===== src/rtl/regfile_wb_arbiter_if.sv =====
`default_nettype none
// +----------------------------------------------------------------------+
// | regfile_wb_arbiter_if : writeback requester and regfile write bundle  |
// | rev 1.0                                                              |
// +----------------------------------------------------------------------+
interface regfile_wb_arbiter_if #(
    parameter int DATA_W = 64,
    parameter int ADDR_W = 5
);
    logic              a_valid;
    logic              a_ready;
    logic [ADDR_W-1:0] a_reg;
    logic [DATA_W-1:0] a_data;
    logic              b_valid;
    logic              b_ready;
    logic [ADDR_W-1:0] b_reg;
    logic [DATA_W-1:0] b_data;
    logic              RegWrite;
    logic [ADDR_W-1:0] WriteRegister;
    logic [DATA_W-1:0] WriteData;
    logic [31:0]       busy;

    modport master (
        output a_valid, a_reg, a_data, b_valid, b_reg, b_data,
        input  a_ready, b_ready, RegWrite, WriteRegister, WriteData, busy
    );

    modport slave (
        input  a_valid, a_reg, a_data, b_valid, b_reg, b_data,
        output a_ready, b_ready, RegWrite, WriteRegister, WriteData, busy
    );
endinterface
`default_nettype wire


===== src/rtl/regfile_wb_arbiter.sv =====
`default_nettype none
// +----------------------------------------------------------------------+
// | regfile_wb_arbiter : two-requester round-robin regfile write arbiter |
// | rev 1.0                                                              |
// +----------------------------------------------------------------------+
module regfile_wb_arbiter #(
    parameter int DATA_W   = 64,
    parameter int ADDR_W   = 5,
    parameter int ZERO_REG = 31
) (
    input  wire logic            clk,
    input  wire logic            reset,
    regfile_wb_arbiter_if.slave  bus
);
    localparam logic [ADDR_W-1:0] ZERO_IDX = ADDR_W'(ZERO_REG);

    logic              held_a, held_b;
    logic [ADDR_W-1:0] hreg_a, hreg_b;
    logic [DATA_W-1:0] hdata_a, hdata_b;
    logic              ptr_b;
    logic              a_older;
    logic              reg_write;
    logic [ADDR_W-1:0] write_reg;
    logic [DATA_W-1:0] write_data;

    logic keep_a, keep_b;
    logic same_reg, forced;
    logic gnt_a, gnt_b;

    assign bus.a_ready       = ~held_a;
    assign bus.b_ready       = ~held_b;
    assign bus.RegWrite      = reg_write;
    assign bus.WriteRegister = write_reg;
    assign bus.WriteData     = write_data;

    // Writes to the hard-zero register complete the handshake but are dropped.
    assign keep_a = bus.a_valid & ~held_a & (bus.a_reg != ZERO_IDX);
    assign keep_b = bus.b_valid & ~held_b & (bus.b_reg != ZERO_IDX);

    assign same_reg = (hreg_a == hreg_b);
    assign forced   = held_a & held_b & same_reg;
    assign gnt_a    = held_a & (~held_b | (same_reg ? a_older : ~ptr_b));
    assign gnt_b    = held_b & ~gnt_a;

    always_ff @(posedge clk or negedge reset) begin
        if (!reset) begin
            held_a     <= 1'b0;
            held_b     <= 1'b0;
            hreg_a     <= '0;
            hreg_b     <= '0;
            hdata_a    <= '0;
            hdata_b    <= '0;
            ptr_b      <= 1'b0;
            a_older    <= 1'b0;
            reg_write  <= 1'b0;
            write_reg  <= '0;
            write_data <= '0;
        end else begin
            held_a <= keep_a | (held_a & ~gnt_a);
            held_b <= keep_b | (held_b & ~gnt_b);
            if (keep_a) begin
                hreg_a  <= bus.a_reg;
                hdata_a <= bus.a_data;
            end
            if (keep_b) begin
                hreg_b  <= bus.b_reg;
                hdata_b <= bus.b_data;
            end
            // A newcomer is always younger than an entry already waiting;
            // on a same-cycle double accept B counts as older.
            if (keep_b && !keep_a) begin
                a_older <= 1'b1;
            end else if (keep_a) begin
                a_older <= 1'b0;
            end
            // Every round-robin grant hands priority to the other side.
            if (!forced) begin
                if (gnt_a) begin
                    ptr_b <= 1'b1;
                end else if (gnt_b) begin
                    ptr_b <= 1'b0;
                end
            end
            reg_write <= gnt_a | gnt_b;
            if (gnt_a) begin
                write_reg  <= hreg_a;
                write_data <= hdata_a;
            end else if (gnt_b) begin
                write_reg  <= hreg_b;
                write_data <= hdata_b;
            end
        end
    end

    always_comb begin
        bus.busy = '0;
        for (int i = 0; i < 32; i++) begin
            bus.busy[i] = (held_a & (hreg_a == ADDR_W'(i))) |
                          (held_b & (hreg_b == ADDR_W'(i))) |
                          (reg_write & (write_reg == ADDR_W'(i)));
        end
        bus.busy[ZERO_REG] = 1'b0;
    end
endmodule
`default_nettype wire


===== src/flat_wrapper.sv =====
// flat-port wrapper written by rule: the top's interface ports become plain ports
module regfile_wb_arbiter_flat 
#(
    parameter int DATA_W   = 64,
    parameter int ADDR_W   = 5,
    parameter int ZERO_REG = 31
)
  (clk, reset, bus_a_valid, bus_a_reg, bus_a_data, bus_b_valid, bus_b_reg, bus_b_data, bus_a_ready, bus_b_ready, bus_RegWrite, bus_WriteRegister, bus_WriteData, bus_busy);
  regfile_wb_arbiter_if #(.DATA_W(DATA_W), .ADDR_W(ADDR_W)) bus_i ();
  input  wire logic clk;
  input  wire logic reset;
  input wire logic [$bits(bus_i.a_valid)-1:0] bus_a_valid;
  input wire logic [$bits(bus_i.a_reg)-1:0] bus_a_reg;
  input wire logic [$bits(bus_i.a_data)-1:0] bus_a_data;
  input wire logic [$bits(bus_i.b_valid)-1:0] bus_b_valid;
  input wire logic [$bits(bus_i.b_reg)-1:0] bus_b_reg;
  input wire logic [$bits(bus_i.b_data)-1:0] bus_b_data;
  output wire logic [$bits(bus_i.a_ready)-1:0] bus_a_ready;
  output wire logic [$bits(bus_i.b_ready)-1:0] bus_b_ready;
  output wire logic [$bits(bus_i.RegWrite)-1:0] bus_RegWrite;
  output wire logic [$bits(bus_i.WriteRegister)-1:0] bus_WriteRegister;
  output wire logic [$bits(bus_i.WriteData)-1:0] bus_WriteData;
  output wire logic [$bits(bus_i.busy)-1:0] bus_busy;
  assign bus_i.a_valid = bus_a_valid;
  assign bus_i.a_reg = bus_a_reg;
  assign bus_i.a_data = bus_a_data;
  assign bus_i.b_valid = bus_b_valid;
  assign bus_i.b_reg = bus_b_reg;
  assign bus_i.b_data = bus_b_data;
  assign bus_a_ready = bus_i.a_ready;
  assign bus_b_ready = bus_i.b_ready;
  assign bus_RegWrite = bus_i.RegWrite;
  assign bus_WriteRegister = bus_i.WriteRegister;
  assign bus_WriteData = bus_i.WriteData;
  assign bus_busy = bus_i.busy;
  regfile_wb_arbiter #(.DATA_W(DATA_W), .ADDR_W(ADDR_W), .ZERO_REG(ZERO_REG)) u_core (.clk(clk), .reset(reset), .bus(bus_i));
endmodule

===== config.mk =====
export PLATFORM = sky130hd
export DESIGN_NAME = regfile_wb_arbiter_flat
export DESIGN_NICKNAME = d
export VERILOG_FILES = /design/src/rtl/regfile_wb_arbiter_if.sv /design/src/rtl/regfile_wb_arbiter.sv /design/src/flat_wrapper.sv
export SDC_FILE = /design/constraint.sdc
export NUM_CORES = 1
export LEC_CHECK = 0
export BUFFER_PORTS_ARGS = -buffer_cell sky130_fd_sc_hd__buf_2
export CAP_MARGIN = 20
export CORE_MARGIN = 2
export CORE_UTILIZATION = 45
export CTS_BUF_LIST = sky130_fd_sc_hd__clkbuf_16
export CTS_CLUSTER_SIZE = 10
export DETAILED_ROUTE_END_ITERATION = 8
export GPL_ROUTABILITY_DRIVEN = 0
export GPL_TIMING_DRIVEN = 0
export PLACE_DENSITY = 0.7
export SYNTH_ARGS = -nofsm -noshare
export SYNTH_HDL_FRONTEND = slang
export SYNTH_SLANG_ARGS = --single-unit

===== constraint.sdc =====
create_clock -name clk -period 2 [get_ports clk]
set_input_delay 0.1 -clock clk [delete_from_list [all_inputs] [get_ports clk]]
set_output_delay 0.1 -clock clk [all_outputs]
set_load 0.01 [all_outputs]

; ---- Word level (Yosys, flattened, before mapping)
; Cells that the tools add are included.
[totals]
ff_bits = 212
in_bits = 142
out_inout_bits = 104
word_cells = 296
[op_classes]
n_eq_ne = 93
mux = 9
bitwise = 175
n_reduce_logical = 8
[op_table]
columns = op, n
row1 = equality test 5 bit (second input constant), 45
row2 = 2-to-1 mux 64 bit, 2
row3 = equality test 5 x 4 -> 1 bit (second input constant), 24
row4 = bitwise AND 1 bit, 103
row5 = OR 1 bit, 66
row6 = equality test 5 x 3 -> 1 bit (second input constant), 12
row7 = equality test 5 x 2 -> 1 bit (second input constant), 6
row8 = equality test 5 x 1 -> 1 bit (second input constant), 3
row9 = zero test 5 bit, 3
row10 = 2-to-1 mux 5 bit, 2
row11 = inequality test 5 bit (second input constant), 2
row12 = inverter 1 bit, 6
row13 = equality test 5 bit, 1
row14 = 2-to-1 mux 1 bit, 5
row15 = nonzero test 2 bit, 2
row16 = AND reduction 2 bit, 1
row17 = logical AND 1 bit, 1
row18 = zero test 1 bit, 1

; ---- Longest topological paths before layout
; Gate-level depths: netlist of the first run.
[logic_depth]
word_depth = 9
depth_mapped = 8
mapped_depth_nobuf = 5

; ---- Worst setup path after synthesis of the first run
; OpenSTA, ideal clock, no wires.
[synth_path]
path_kind = flip-flop to flip-flop
start = register u_core.hreg_a[0]
end = register u_core.write_data[14] (netlist: u_core.bus.WriteData[14])
setup_time_ps = 123
t_arrival_ps = 1663
required_ps = 1877
slack_ps = 214
stages_incl_launch_ff = 9
path_buffers = 3
synth_period_minus_slack_ps = 1786
cell_sequence = dfrtp_1 buf_2 xnor2_2 nand3_2 nor3_2 o31ai_4 buf_4 buf_6 o221a_1
[synth_between]
elab_chain_len = 7
word_cells_on_any_way = 8
cone_classes = 1 x eq/ne / 2 x mux / 4 x bitwise / 1 x reduce/logical
[synth_lines]
columns = item, line_no
row1 = "start, declared", regfile_wb_arbiter.sv:18  ; logic [ADDR_W-1:0] hreg_a, hreg_b;
row2 = "start signal, assigned", regfile_wb_arbiter.sv:62  ; hreg_a <= bus.a_reg;
row3 = equality test 5 bit *, regfile_wb_arbiter.sv:40  ; assign same_reg = (hreg_a == hreg_b);
row4 = 2-to-1 mux 1 bit *, regfile_wb_arbiter.sv:42  ; assign gnt_a = held_a & (~held_b | (same_reg ? a_older : ~ptr_b));
row5 = OR 1 bit *, regfile_wb_arbiter.sv:42
row6 = bitwise AND 1 bit *, regfile_wb_arbiter.sv:42
row7 = inverter 1 bit, regfile_wb_arbiter.sv:43  ; assign gnt_b = held_b & ~gnt_a;
row8 = bitwise AND 1 bit, regfile_wb_arbiter.sv:43
row9 = nonzero test 2 bit (no source line), -
row10 = "end signal, assigned", regfile_wb_arbiter.sv:87  ; write_data <= hdata_a;
row11 = "end signal, assigned", regfile_wb_arbiter.sv:90  ; write_data <= hdata_b;
row12 = "end, declared", regfile_wb_arbiter.sv:24  ; logic [DATA_W-1:0] write_data;
; Mark *: on every way between the ends. The rest lies on a longest branch, timed or not.
; A chain may end at the register's enable or synchronous reset.

; ---- Worst setup path after layout of the first run
[layout_path]
start = register u_core.hreg_b[2]
end = register u_core.write_data[0] (netlist: u_core.bus.WriteData[0])
[layout_between]
elab_chain_len = 7
word_cells_on_any_way = 8
cone_classes = 1 x eq/ne / 2 x mux / 4 x bitwise / 1 x reduce/logical
[layout_lines]
columns = item, line_no
row1 = "start, declared", regfile_wb_arbiter.sv:18
row2 = "start signal, assigned", regfile_wb_arbiter.sv:66  ; hreg_b <= bus.b_reg;
row3 = equality test 5 bit *, regfile_wb_arbiter.sv:40
row4 = 2-to-1 mux 1 bit *, regfile_wb_arbiter.sv:42
row5 = OR 1 bit *, regfile_wb_arbiter.sv:42
row6 = bitwise AND 1 bit *, regfile_wb_arbiter.sv:42
row7 = inverter 1 bit, regfile_wb_arbiter.sv:43
row8 = bitwise AND 1 bit, regfile_wb_arbiter.sv:43
row9 = nonzero test 2 bit (no source line), -
; Marks and branches as above.

==> flow_metrics.env, run 1 <==
export IMPL_synth_xor_area_share_pct=0.600
export IMPL_netSwitchingFraction_pct=35.7
export IMPL_wirelength_um=28900
export IMPL_combPwrFrac_pct=42.6
export IMPL_wl_met3_um=1760
export IMPL_crit_reg2reg_launch="u_core.hreg_b[2]$_DFFE_PN0P_"
export IMPL_cts_htree_levels=1
export IMPL_count_of_warnings_emitted_by_yosys=0
export IMPL_route_layer_met1_wl_um=12000
export IMPL_setup_viol=19
export IMPL_final_period_minus_worst_setup_slack_ns=2.02
export IMPL_run_status="complete, but fails checks"
export IMPL_globalRouteTotalUtil_pct=24.3
export IMPL_power_switching_mw=6.89
export IMPL_drc_markers=0
export IMPL_worstSetupEndpointType="flop"
export IMPL_ys_ff_latch=212
export IMPL_postRouteAntennaNets=0
export IMPL_critical_path_slowest_cell="sky130_fd_sc_hd__or3_4"
export IMPL_area_delta_synth_final_pct=44.8
export IMPL_viasPerCell=5.43
export IMPL_layout_cell_area_non_filler_mm2=0.0142
export IMPL_setup_tns_final_ns=-0.161
export IMPL_number_of_antenna_violations_at_the_first_check_in_global_routing=3
export IMPL_first_global_vias=8461
export IMPL_critical_path_startpoint="u_core.hreg_b[2]$_DFFE_PN0P_"
export IMPL_final_slew_violations=0
export IMPL_bufs_and_invs_on_worst_path=3
export IMPL_final_layout_size_suffix_gt1_share_pct=42.8
export IMPL_routedWlPerCell_um=19.2
export IMPL_nFillCells=1585
export IMPL_holdCritPathClass="in -> reg"
export IMPL_seq_area_frac_synth_pct=54.1
export IMPL_post_dp_hpwl_um=18000
export IMPL_pin_count_of_the_biggest_net_entering_global_routing=118
export IMPL_critical_path_cell_chain="buf_6 -> xnor2_4 -> nand3_4 -> or3_4 -> nand3_4 -> buf_8 -> buf_8 -> o221a_1"
export IMPL_p_leak_nw=6.52
export IMPL_postLayoutSetupSlackWorst_ns=-0.0202
export IMPL_grt_overflow_total=0
export IMPL_setup_repair_after_global_routing_missed_its_margin="yes"
export IMPL_placeable_area_mm2=0.0216
export IMPL_slew_headroom_pct=51.0
export IMPL_synth_simple_area_share_pct=8.09
export IMPL_critical_path_max_fanout=8
export IMPL_timing_max_cap_violations=0
export IMPL_place_worst_setup_slack_ns=-0.412
export IMPL_tritoncts="built"
export IMPL_synth_top_family_by_area="multiplexers"
export IMPL_met2WireLength_um=14300
export IMPL_worstHoldStart="bus_a_valid"
export IMPL_hold_viol=0
export IMPL_clkSlewWorstSetupHoldPaths_ns=0.05
export IMPL_crit_required_ns=2.43
export IMPL_placement_row_count=54
export IMPL_drt_pre_antenna_iters=5
export IMPL_syn_cell_area_mm2=0.00981
export IMPL_buffer_ports_inserted=244
export IMPL_design_portCount=246
export IMPL_worst_slew_pin_slew_ns=0.735
export IMPL_start_util_pct=45.4
export IMPL_area_of_the_multi_input_gates_mm2=0.00448
export IMPL_cts_root_buffer="sky130_fd_sc_hd__clkbuf_16"
export IMPL_critical_path_startpoint_type="flop"
export IMPL_cts_path_max_buffers=3
export IMPL_timing_critical_path_slowest_cell_delay_ns=0.44
export IMPL_critPathTopFamily="simple AND/OR/NAND/NOR gates"
export IMPL_syn_avg_cell_area_um2=12.4
export IMPL_fin_crit_sh_pct=101
export IMPL_cts_inserted_buffers=25
export IMPL_placement_cell_area_mm2=0.0114
export IMPL_power_share_sequential_pct=37.7
export IMPL_die_w_um=152
export IMPL_instances_no_fill=1506
export IMPL_failed_checks="setup timing"
export IMPL_dr_total_vias=8183
export IMPL_clkSinkCount=212
export IMPL_clk_latency_ns=0.51
export IMPL_post_place_cells=1318
export IMPL_synthesis_instances=793
export IMPL_first_pass_grt_wire_length_um=44400
export IMPL_die_y_um=152
export IMPL_muxShareOfSynthArea_pct=21.6
export IMPL_post_synthesis_compound_gate_area_fraction_pct=12.2
export IMPL_internal_power_mw=12.4
export IMPL_adder_and_majority_gate_portion_of_the_synthesized_area_pct=0
export IMPL_die_area_mm2=0.0230
export IMPL_arrival_ns=2.45
export IMPL_synth_nets=935
export IMPL_ys_types=44
export IMPL_max_freq_ghz=0.495
export IMPL_criticalPathCategory="reg -> reg"
export IMPL_highest_layer="met4"
export IMPL_finalHoldWorstSlack_ns=0.0169
export IMPL_cellPowerDensity_mw_per_mm2=1360
export IMPL_register_area_mm2=0.00531
export IMPL_skew_ns=0.0111
export IMPL_dr_first_iter_drc_count=404
export IMPL_share_clk_of_total_power_pct=19.7
export IMPL_num_nets_final=1361
export IMPL_vdd_drop_max_v=0.000744
==> cell usage after synthesis, drive strengths merged <==
cell / n / area [um2]
a31oi: 3 / 25.0
inv: 7 / 26.3
mux2: 132 / 1490
a2bb2oi: 2 / 17.5
o221a: 65 / 732
a21oi: 3 / 15.0
xnor2: 5 / 58.8
a222oi: 3 / 30.0
o31ai: 1 / 21.3
clkinv: 1 / 3.75
a22oi: 28 / 210
nor3: 9 / 50.1
o32ai: 1 / 8.76
o21bai: 2 / 15.0
a311o: 1 / 10.0
and2: 3 / 18.8
or3: 1 / 6.26
o22ai: 1 / 6.26
nand2: 134 / 503
buf: 40 / 240
clkbuf: 17 / 63.8
a32oi: 2 / 17.5
nor2: 27 / 101
conb: 1 / 3.75
mux2i: 63 / 631
o22a: 4 / 35.0
o21ai: 4 / 20.0
dfrtp: 212 / 5310
o21a: 4 / 30.0
and3: 2 / 12.5
nand2b: 8 / 50.1
nand3: 2 / 20.0
nor2b: 5 / 31.3
==> power groups by stage <==
stage | Clock (mW) | Sequential (mW) | Combinational, mW
6_report | 3.81 | 7.27 | 8.21
4_1_cts | 3.88 | 7.13 | 7.45
3_3_place_gp | 0 | 7.12 | 6.73
2_1_floorplan | 0 | 7.23 | 4.39
3_5_place_dp | 0 | 7.15 | 6.91
5_1_grt | 4.07 | 7.46 | 8.90
==> final cells by class <==
class                   count  area share, %
diodes                      3         0.0529
plain buffers              50           2.77
clock buffers              25           4.41
clock inverters             6          0.159
inverters                   8          0.212
multi-input cells         516           31.6
flip-flops and latches    212           37.4
well taps                 280           2.47
repair buffers            406           20.9
==> per-layer routing <==
layer | GRT usage (%) | vias to the layer above
met5 | 0 | -
met4 | 8.61 | 0
met3 | 4.91 | 69
met2 | 41.2 | 301
met1 | 31.1 | 4069
li1 | - | 3744
==> placed cells by master, fill, tap and decap left out, drive strengths merged, types with 2 or more instances in the layout <==
cell type,Yosys,routed
dlygate4sd3,0,139
a22oi,28,28
buf,40,296
o21a,4,4
o22a,4,4
mux2i,63,63
clkbuf,17,46
clkinv,1,3
nand2,134,134
nand3,2,2
nand2b,8,8
and3,2,2
a21oi,3,3
nor2,27,27
o21ai,4,4
a222oi,3,3
nor3,9,9
inv,7,11
diode,0,3
nor2b,5,5
mux2,132,132
a31oi,3,3
dfrtp,212,212
xnor2,5,5
a2bb2oi,2,2
a32oi,2,2
o221a,65,65
and2,3,3
o21bai,2,2
==> what timing repair did <==
item,4_1_cts,5_1_grt
hold endpoints to repair,233,0
buffers inserted,7,9
pin swaps,38,18
gates cloned,1,5
resized for setup,44,78
hold buffers,139,0
setup endpoints to repair,229,175
==> flip-flops by register name, summed over array words and instances (netlist names) <==
name and flops:
u_core.hreg_a 5, u_core.held_a 1, u_core.bus.WriteRegister 5, u_core.hdata_a 64, u_core.hdata_b 64, u_core.held_b 1
u_core.a_older 1, u_core.bus.RegWrite 1, u_core.ptr_b 1, u_core.bus.WriteData 64, u_core.hreg_b 5
==> path summary, 6_finish.rpt <==
kind / endpoint / slack (ns) / cells after the start
worst max-delay path: u_core.bus.WriteData[0]$_DFFE_PN0P_ / -0.02 / 8
worst min-delay path: u_core.hreg_a[4]$_DFFE_PN0P_ / 0.02 / 3
worst max register to register: u_core.bus.WriteData[0]$_DFFE_PN0P_ / -0.02 / 8
worst min register to register: u_core.hdata_b[27]$_DFFE_PN0P_ / 0.51 / 1
max in group asynchronous: u_core.hreg_b[1]$_DFFE_PN0P_ / 0.76 / 3
min in group asynchronous: u_core.hdata_a[47]$_DFFE_PN0P_ / 0.19 / 2
==> worst min-delay path: stages <==
cell and delay (ns):
sky130_fd_sc_hd__buf_2 0.10, sky130_fd_sc_hd__nand2_1 0.14, sky130_fd_sc_hd__o22a_1 0.15
==> per-stage QoR <==
step | power (mW) | util (%)
floorplan | 11.6 | -
CTS | 18.5 | 63.4
global placement | 13.9 | 52.6
detailed placement | 14.1 | 52.8
global route | 20.4 | 65.6
finish | 19.3 | 65.7
==> cell families (layout without fill, tap and decap cells) <==
family	after synthesis	count (layout)
buffers and inverters	65	495
XOR/XNOR	5	5
other	1	4
multiplexers	195	195
flip-flops	212	212
AND/OR/NAND/NOR	191	191
AO/OA/AOI/OAI	124	124
Power figures use the tool's default switching activity.
==> run 2: changes to the inputs <==
--- a/config.mk
+++ b/config.mk
@@ -14,7 +14,7 @@
 export DETAILED_ROUTE_END_ITERATION = 8
 export GPL_ROUTABILITY_DRIVEN = 0
 export GPL_TIMING_DRIVEN = 0
-export PLACE_DENSITY = 0.7
+export PLACE_DENSITY = 0.69
 export SYNTH_ARGS = -nofsm -noshare
 export SYNTH_HDL_FRONTEND = slang
 export SYNTH_SLANG_ARGS = --single-unit
==> constraint.sdc (replaced) <==
create_clock -name clk -period 1.9 [get_ports clk]
set_input_delay 0.095 -clock clk [delete_from_list [all_inputs] [get_ports clk]]
set_output_delay 0.095 -clock clk [all_outputs]
set_load 0.01 [all_outputs]
==> run 2 against run 1 <==
  * The run still ends with setup timing left
  * Hold slack better by 0.14 ns
  * Critical path depth down 2
  * Global-route usage increased by 0.29 points
  * Die area stayed put
  * Non-clock buffer count grew 22
  * Sequential power increased by 5.6%
  * Design area up 2.4%
  * Power grew 8.3%
  * Routed wire length is 3.8% higher
  * Clock power increased by 13%
  * Worst setup slack worse by 0.18 ns
  * Critical path type is now reg -> out
==> flow_metrics.env, run 2 (synthesis gave the netlist of run 1 again) <==
export IMPL_timing_max_cap_violations=0
export IMPL_final_cell_mix="sky130_fd_sc_hd__buf_2 (247), sky130_fd_sc_hd__dfrtp_1 (199), sky130_fd_sc_hd__dlygate4sd3_1 (141)"
export IMPL_wirelength_um=30000
export IMPL_critical_path_startpoint_type="flop"
export IMPL_grt_overflow_total=0
export IMPL_critical_path_max_fanout=8
export IMPL_final_util_pct=67.2
export IMPL_first_global_vias=8542
export IMPL_crit_required_ns=1.80
export IMPL_cts_path_max_buffers=3
export IMPL_clkSlewWorstSetupHoldPaths_ns=0.06
export IMPL_routedWlPerCell_um=19.5
export IMPL_die_y_um=152
export IMPL_worst_slew_pin_slew_ns=0.747
export IMPL_arrival_ns=2.00
export IMPL_final_period_minus_worst_setup_slack_ns=2.10
export IMPL_max_freq_ghz=0.477
export IMPL_mostFrequentLayoutCell="sky130_fd_sc_hd__buf_2"
export IMPL_final_slew_violations=0
export IMPL_postRouteAntennaNets=0
export IMPL_place_worst_setup_slack_ns=-0.484
export IMPL_slew_headroom_pct=50.2
export IMPL_first_pass_grt_wire_length_um=44600
export IMPL_hold_viol=0
export IMPL_dr_total_vias=8529
export IMPL_number_of_antenna_violations_at_the_first_check_in_global_routing=2
export IMPL_tritoncts="built"
export IMPL_fin_crit_sh_pct=110
export IMPL_criticalPathCategory="reg -> out"
export IMPL_rrSetupSlack_ns=-0.12
export IMPL_clkSinkCount=212
export IMPL_finalHoldWorstSlack_ns=0.159
export IMPL_p_leak_nw=6.66
export IMPL_holdCritPathClass="in -> async"
export IMPL_fin_total_pwr_mw=20.9
export IMPL_setup_viol=88
export IMPL_buffer_ports_inserted=244
export IMPL_placement_row_count=54
export IMPL_dr_first_iter_drc_count=507
export IMPL_layout_cell_area_non_filler_mm2=0.0145
export IMPL_postLayoutSetupSlackWorst_ns=-0.196
export IMPL_placeable_area_mm2=0.0216
export IMPL_run_status="complete, but fails checks"
export IMPL_cts_root_buffer="sky130_fd_sc_hd__clkbuf_16"
export IMPL_globalRouteTotalUtil_pct=24.6
export IMPL_cts_inserted_buffers=26
export IMPL_start_util_pct=45.4
export IMPL_pin_count_of_the_biggest_net_entering_global_routing=120
export IMPL_skew_ns=0.0120
export IMPL_setup_repair_after_global_routing_missed_its_margin="yes"
export IMPL_placement_cell_area_mm2=0.0114
export IMPL_clk_latency_ns=0.52
export IMPL_failed_checks="setup timing"
export IMPL_vdd_drop_max_v=0.000838
export IMPL_area_delta_synth_final_pct=48.2
export IMPL_viasPerCell=5.55
export IMPL_worstSetupEndpointType="primary output"
export IMPL_final_layout_size_suffix_gt1_share_pct=46.2
export IMPL_design_portCount=246
export IMPL_die_w_um=152
export IMPL_cts_htree_levels=1
export IMPL_cellPowerDensity_mw_per_mm2=1440
export IMPL_num_nets_final=1384
export IMPL_die_area_mm2=0.0230
export IMPL_drt_pre_antenna_iters=7
export IMPL_drc_markers=0
export IMPL_post_dp_hpwl_um=18000
## run 2: cell count changes in the layout (fill, tap and decap cells not counted), moves of 5 or more
cell	change
sky130_fd_sc_hd__inv_1	+6
sky130_fd_sc_hd__a22oi_1	-16
sky130_fd_sc_hd__buf_6	+10
sky130_fd_sc_hd__buf_2	-11
sky130_fd_sc_hd__buf_4	+24
sky130_fd_sc_hd__dfrtp_1	-6
sky130_fd_sc_hd__nand2_1	-5
sky130_fd_sc_hd__a22oi_2	+16
sky130_fd_sc_hd__nor2_1	-6
sky130_fd_sc_hd__dfrtp_2	+6
sky130_fd_sc_hd__nand2_2	+5
## run 2: worst max-delay path: stages (launching register included)
cell and delay, ns:
sky130_fd_sc_hd__dfrtp_2 0.45, sky130_fd_sc_hd__buf_4 0.17, sky130_fd_sc_hd__buf_4 0.14, sky130_fd_sc_hd__nor2_4 0.32
sky130_fd_sc_hd__a22oi_2 0.17, sky130_fd_sc_hd__nand2_1 0.10, sky130_fd_sc_hd__buf_2 0.13
## run 2: what timing repair did
action                                  4_1_cts  5_1_grt
buffers inserted                             30       13
endpoints found under the setup margin      240      157
endpoints found under the hold margin       231        0
gates cloned                                  1        0
gates resized for setup                      93       87
pin swaps                                    34       23
hold buffers                                141        0
## run 2: power breakdown
part / switching (mW) / internal, mW
clock: 1.81 / 2.51
sequential: 1.36 / 6.32
combinational: 4.34 / 4.55
total: 7.52 / 13.4
## run 2: layout make-up
type	count	area, um2
repair buffers	430	3120
plain buffers	48	398
flip-flops and latches	212	5320
well taps	280	350
fillers	1579	7090
clock buffers	27	676
multi-input cells	516	4570
diodes	3	7.51
clock inverters	14	53.8
inverters	8	30.0
## run 2: layer usage
| metal | wire length [um] | up-vias | track usage, % |
|---|---|---|---|
| met1 | 12100 | 4252 | 31.3 |
| met2 | 15100 | 384 | 42.4 |
| li1 | - | 3804 | - |
| met3 | 1840 | 89 | 4.07 |
| met5 | 0 | - | 0 |
| met4 | 983 | 0 | 9.35 |
## run 2: metrics by stage
| stage | std cells | TNS [ns] |
|---|---|---|
| after global placement | 1317 | -714.61 |
| final | 1538 | -4.84 |
| after global routing | 1537 | -9.86 |
| after CTS | 1523 | -3.81 |
| after detailed placement | 1318 | -72.80 |
| after floorplan | 793 | 0 |
## run 2: final timing paths
kind / startpoint / endpoint / cells after the start
max: u_core.hreg_a[2]$_DFFE_PN0P_ / bus_busy[25] / 6
min: reset / u_core.bus.WriteData[13]$_DFFE_PN0P_ / 2
max reg2reg: u_core.hreg_b[0]$_DFFE_PN0P_ / u_core.bus.WriteData[57]$_DFFE_PN0P_ / 8
min reg2reg: u_core.hdata_b[47]$_DFFE_PN0P_ / u_core.hdata_b[47]$_DFFE_PN0P_ / 1
max in group asynchronous: reset / u_core.hdata_a[45]$_DFFE_PN0P_ / 3
min in group clk: bus_a_data[7] / u_core.hdata_a[7]$_DFFE_PN0P_ / 3
==> run 3: changes to the inputs <==
--- a/config.mk
+++ b/config.mk
@@ -15,6 +15,7 @@
 export GPL_ROUTABILITY_DRIVEN = 0
 export GPL_TIMING_DRIVEN = 0
 export PLACE_DENSITY = 0.69
+export REMOVE_ABC_BUFFERS = 1
 export SYNTH_ARGS = -nofsm -noshare
 export SYNTH_HDL_FRONTEND = slang
 export SYNTH_SLANG_ARGS = --single-unit
==> run 3 against run 2 <==
  * The run still ends with setup timing left
  * Register-to-register slack worse by 0.02 ns
  * Clock power down 5%
  * Combinational power up 17%
  * Die area unchanged
  * Worst setup slack better by 0.040 ns
  * Sequential share of layout area down 1.6 points
  * Count of clock-buffer cells in the layout down 2
  * Global-route usage up 2.6 points
  * Clock skew up 0.0023 ns
  * Critical path type unchanged
  * Largest cell class unchanged
  * Highest routed layer unchanged
==> flow_metrics.env, run 3 (synthesis gave the netlist of run 1 again) <==
export IMPL_run_status="complete, but fails checks"
export IMPL_failed_checks="setup timing"
export IMPL_drc_markers=0
export IMPL_viasPerCell=5.69
export IMPL_criticalPathCategory="reg -> out"
export IMPL_rrSetupSlack_ns=-0.14
export IMPL_instances_no_fill=1540
export IMPL_tritoncts="built"
export IMPL_share_clk_of_total_power_pct=18.5
export IMPL_globalRouteTotalUtil_pct=27.2
export IMPL_critical_path_startpoint="u_core.hreg_b[2]$_DFFE_PN0P_"
export IMPL_holdCritPathClass="in -> async"
export IMPL_final_period_minus_worst_setup_slack_ns=2.06
export IMPL_placeable_area_mm2=0.0216
export IMPL_cellPowerDensity_mw_per_mm2=1460
export IMPL_routedWlPerCell_um=22.1
export IMPL_clk_latency_ns=0.52
export IMPL_number_of_antenna_violations_at_the_first_check_in_global_routing=0
export IMPL_bufs_and_invs_on_worst_path=3
export IMPL_skew_ns=0.0143
export IMPL_worst_slew_pin_slew_ns=0.814
export IMPL_n_antenna_cell=0
export IMPL_worstSetupEndpointType="primary output"
export IMPL_critPathTopFamily="flip-flops"
export IMPL_setup_viol=98
export IMPL_max_freq_ghz=0.486
export IMPL_post_dp_hpwl_um=17000
export IMPL_power_switching_mw=8.19
export IMPL_die_w_um=152
export IMPL_cts_root_buffer="sky130_fd_sc_hd__clkbuf_16"
export IMPL_clkSinkCount=212
export IMPL_rr_worst_depth=8
export IMPL_postLayoutSetupSlackWorst_ns=-0.156
export IMPL_grt_overflow_total=0
export IMPL_num_nets_final=1395
export IMPL_drt_pre_antenna_iters=7
export IMPL_area_delta_synth_final_pct=55.1
export IMPL_post_place_cells=1273
export IMPL_fin_crit_sh_pct=108
export IMPL_critical_path_slowest_cell="sky130_fd_sc_hd__dfrtp_2"
export IMPL_place_worst_setup_slack_ns=-0.872
export IMPL_wirelength_um=34000
export IMPL_placement_row_count=54
export IMPL_internal_power_mw=14.1
export IMPL_mostFrequentLayoutCell="sky130_fd_sc_hd__buf_2"
export IMPL_timing_max_cap_violations=0
export IMPL_slew_headroom_pct=45.7
export IMPL_combPwrFrac_pct=46.7
export IMPL_dr_total_vias=8760
export IMPL_die_area_mm2=0.0230
export IMPL_vdd_drop_max_v=0.000863
export IMPL_start_util_pct=45.4
export IMPL_pin_count_of_the_biggest_net_entering_global_routing=110
export IMPL_final_cell_mix="sky130_fd_sc_hd__buf_2 (242), sky130_fd_sc_hd__dfrtp_1 (198), sky130_fd_sc_hd__dlygate4sd3_1 (141)"
export IMPL_hold_viol=0
export IMPL_die_y_um=152
export IMPL_first_pass_grt_wire_length_um=48700
export IMPL_postRouteAntennaNets=0
export IMPL_dr_first_iter_drc_count=468
export IMPL_p_leak_nw=6.95
export IMPL_crit_reg2reg_capture="u_core.bus.WriteData[7]$_DFFE_PN0P_"
export IMPL_critical_path_startpoint_type="flop"
export IMPL_buffer_ports_inserted=244
export IMPL_setup_tns_final_ns=-7.23
export IMPL_cts_inserted_buffers=25
export IMPL_design_portCount=246
export IMPL_crit_reg2reg_launch="u_core.hreg_b[2]$_DFFE_PN0P_"
export IMPL_final_slew_violations=0
export IMPL_cts_htree_levels=1
export IMPL_nFillCells=1447
export IMPL_critical_path_max_fanout=5
export IMPL_crit_required_ns=1.80
export IMPL_arrival_ns=1.96
export IMPL_cts_path_max_buffers=3
export IMPL_final_layout_size_suffix_gt1_share_pct=47.5
export IMPL_clkSlewWorstSetupHoldPaths_ns=0.06
export IMPL_timing_critical_path_slowest_cell_delay_ns=0.44
export IMPL_netSwitchingFraction_pct=36.8
export IMPL_power_share_sequential_pct=34.7
export IMPL_finalHoldWorstSlack_ns=0.195
export IMPL_first_global_vias=8861
export IMPL_setup_repair_after_global_routing_missed_its_margin="yes"
export IMPL_critical_path_cell_chain="buf_6 -> nand2b_4 -> nor2_4 -> a222oi_1 -> inv_1 -> buf_2"
==> run 3: cell types whose count changed in the layout (fill, tap and decap cells not counted), moves of 6 or more <==
| cell | change |
|---|---|
| sky130_fd_sc_hd__o221a_2 | -7 |
| sky130_fd_sc_hd__o221a_4 | +7 |
| sky130_fd_sc_hd__buf_16 | +8 |
| sky130_fd_sc_hd__buf_6 | +9 |
| sky130_fd_sc_hd__clkbuf_4 | -8 |
| sky130_fd_sc_hd__nor2_2 | -8 |
| sky130_fd_sc_hd__buf_12 | +12 |
| sky130_fd_sc_hd__nor2_4 | +6 |
==> run 3: area by class of cell <==
cell class                      instances  area (um2)  share of cell area [%]
Sequential cell                       212        5330                    35.0
Multi-Input combinational cell        518        4720                    31.1
Timing Repair Buffer                  487        4090                    26.9
Clock buffer                           25         626                    4.11
Tap cell                              280         350                    2.30
Inverter                                8        50.0                   0.329
Clock inverter                          9        38.8                   0.255
Timing Repair inverter                  1        8.76                  0.0576
==> run 3: routing by layer <==
layer / global-route usage [%] / wire length (um)
met1: 34.9 / 13500
met3: 5.90 / 2490
met5: 0 / 0
met2: 46.6 / 16800
met4: 8.33 / 1230
==> run 3: worst max-delay path by stage <==
stage / depth (start not counted) / end
after detailed placement: 6 / u_core.hdata_a[53]$_DFFE_PN0P_
final: 6 / bus_busy[8]
after floorplan: 4 / u_core.hdata_b[0]$_DFFE_PN0P_
after global routing: 6 / bus_busy[8]
after global placement: 4 / u_core.hdata_b[19]$_DFFE_PN0P_
after CTS: 8 / u_core.bus.WriteData[18]$_DFFE_PN0P_
==> run 3: repair_timing <==
action,4_1_cts,5_1_grt
hold buffers,141,0
resized for setup,97,82
gates cloned,12,6
pin swaps,17,50
setup endpoints to repair,242,187
setup buffers,53,26
hold endpoints to repair,241,0
==> run 3: power groups by stage <==
| stage | logic, mW | clock network (mW) | registers (mW) |
|---|---|---|---|
| 2_1_floorplan | 4.28 | 0 | 7.83 |
| 3_3_place_gp | 6.79 | 0 | 7.77 |
| 3_5_place_dp | 7.12 | 0 | 7.69 |
| 4_1_cts | 9.27 | 4.17 | 7.59 |
| 5_1_grt | 11.0 | 4.36 | 7.91 |
| 6_report | 10.4 | 4.12 | 7.73 |
==> run 3: stage by stage <==
step           power [mW]  util, %  cell area, um2
6_report             22.2     70.4           15200
5_1_grt              23.3     70.4           15200
4_1_cts              21.0     67.6           14600
3_5_place_dp         14.8     52.7           11400
3_3_place_gp         14.6     51.2           11100
2_1_floorplan        12.1        -            9500
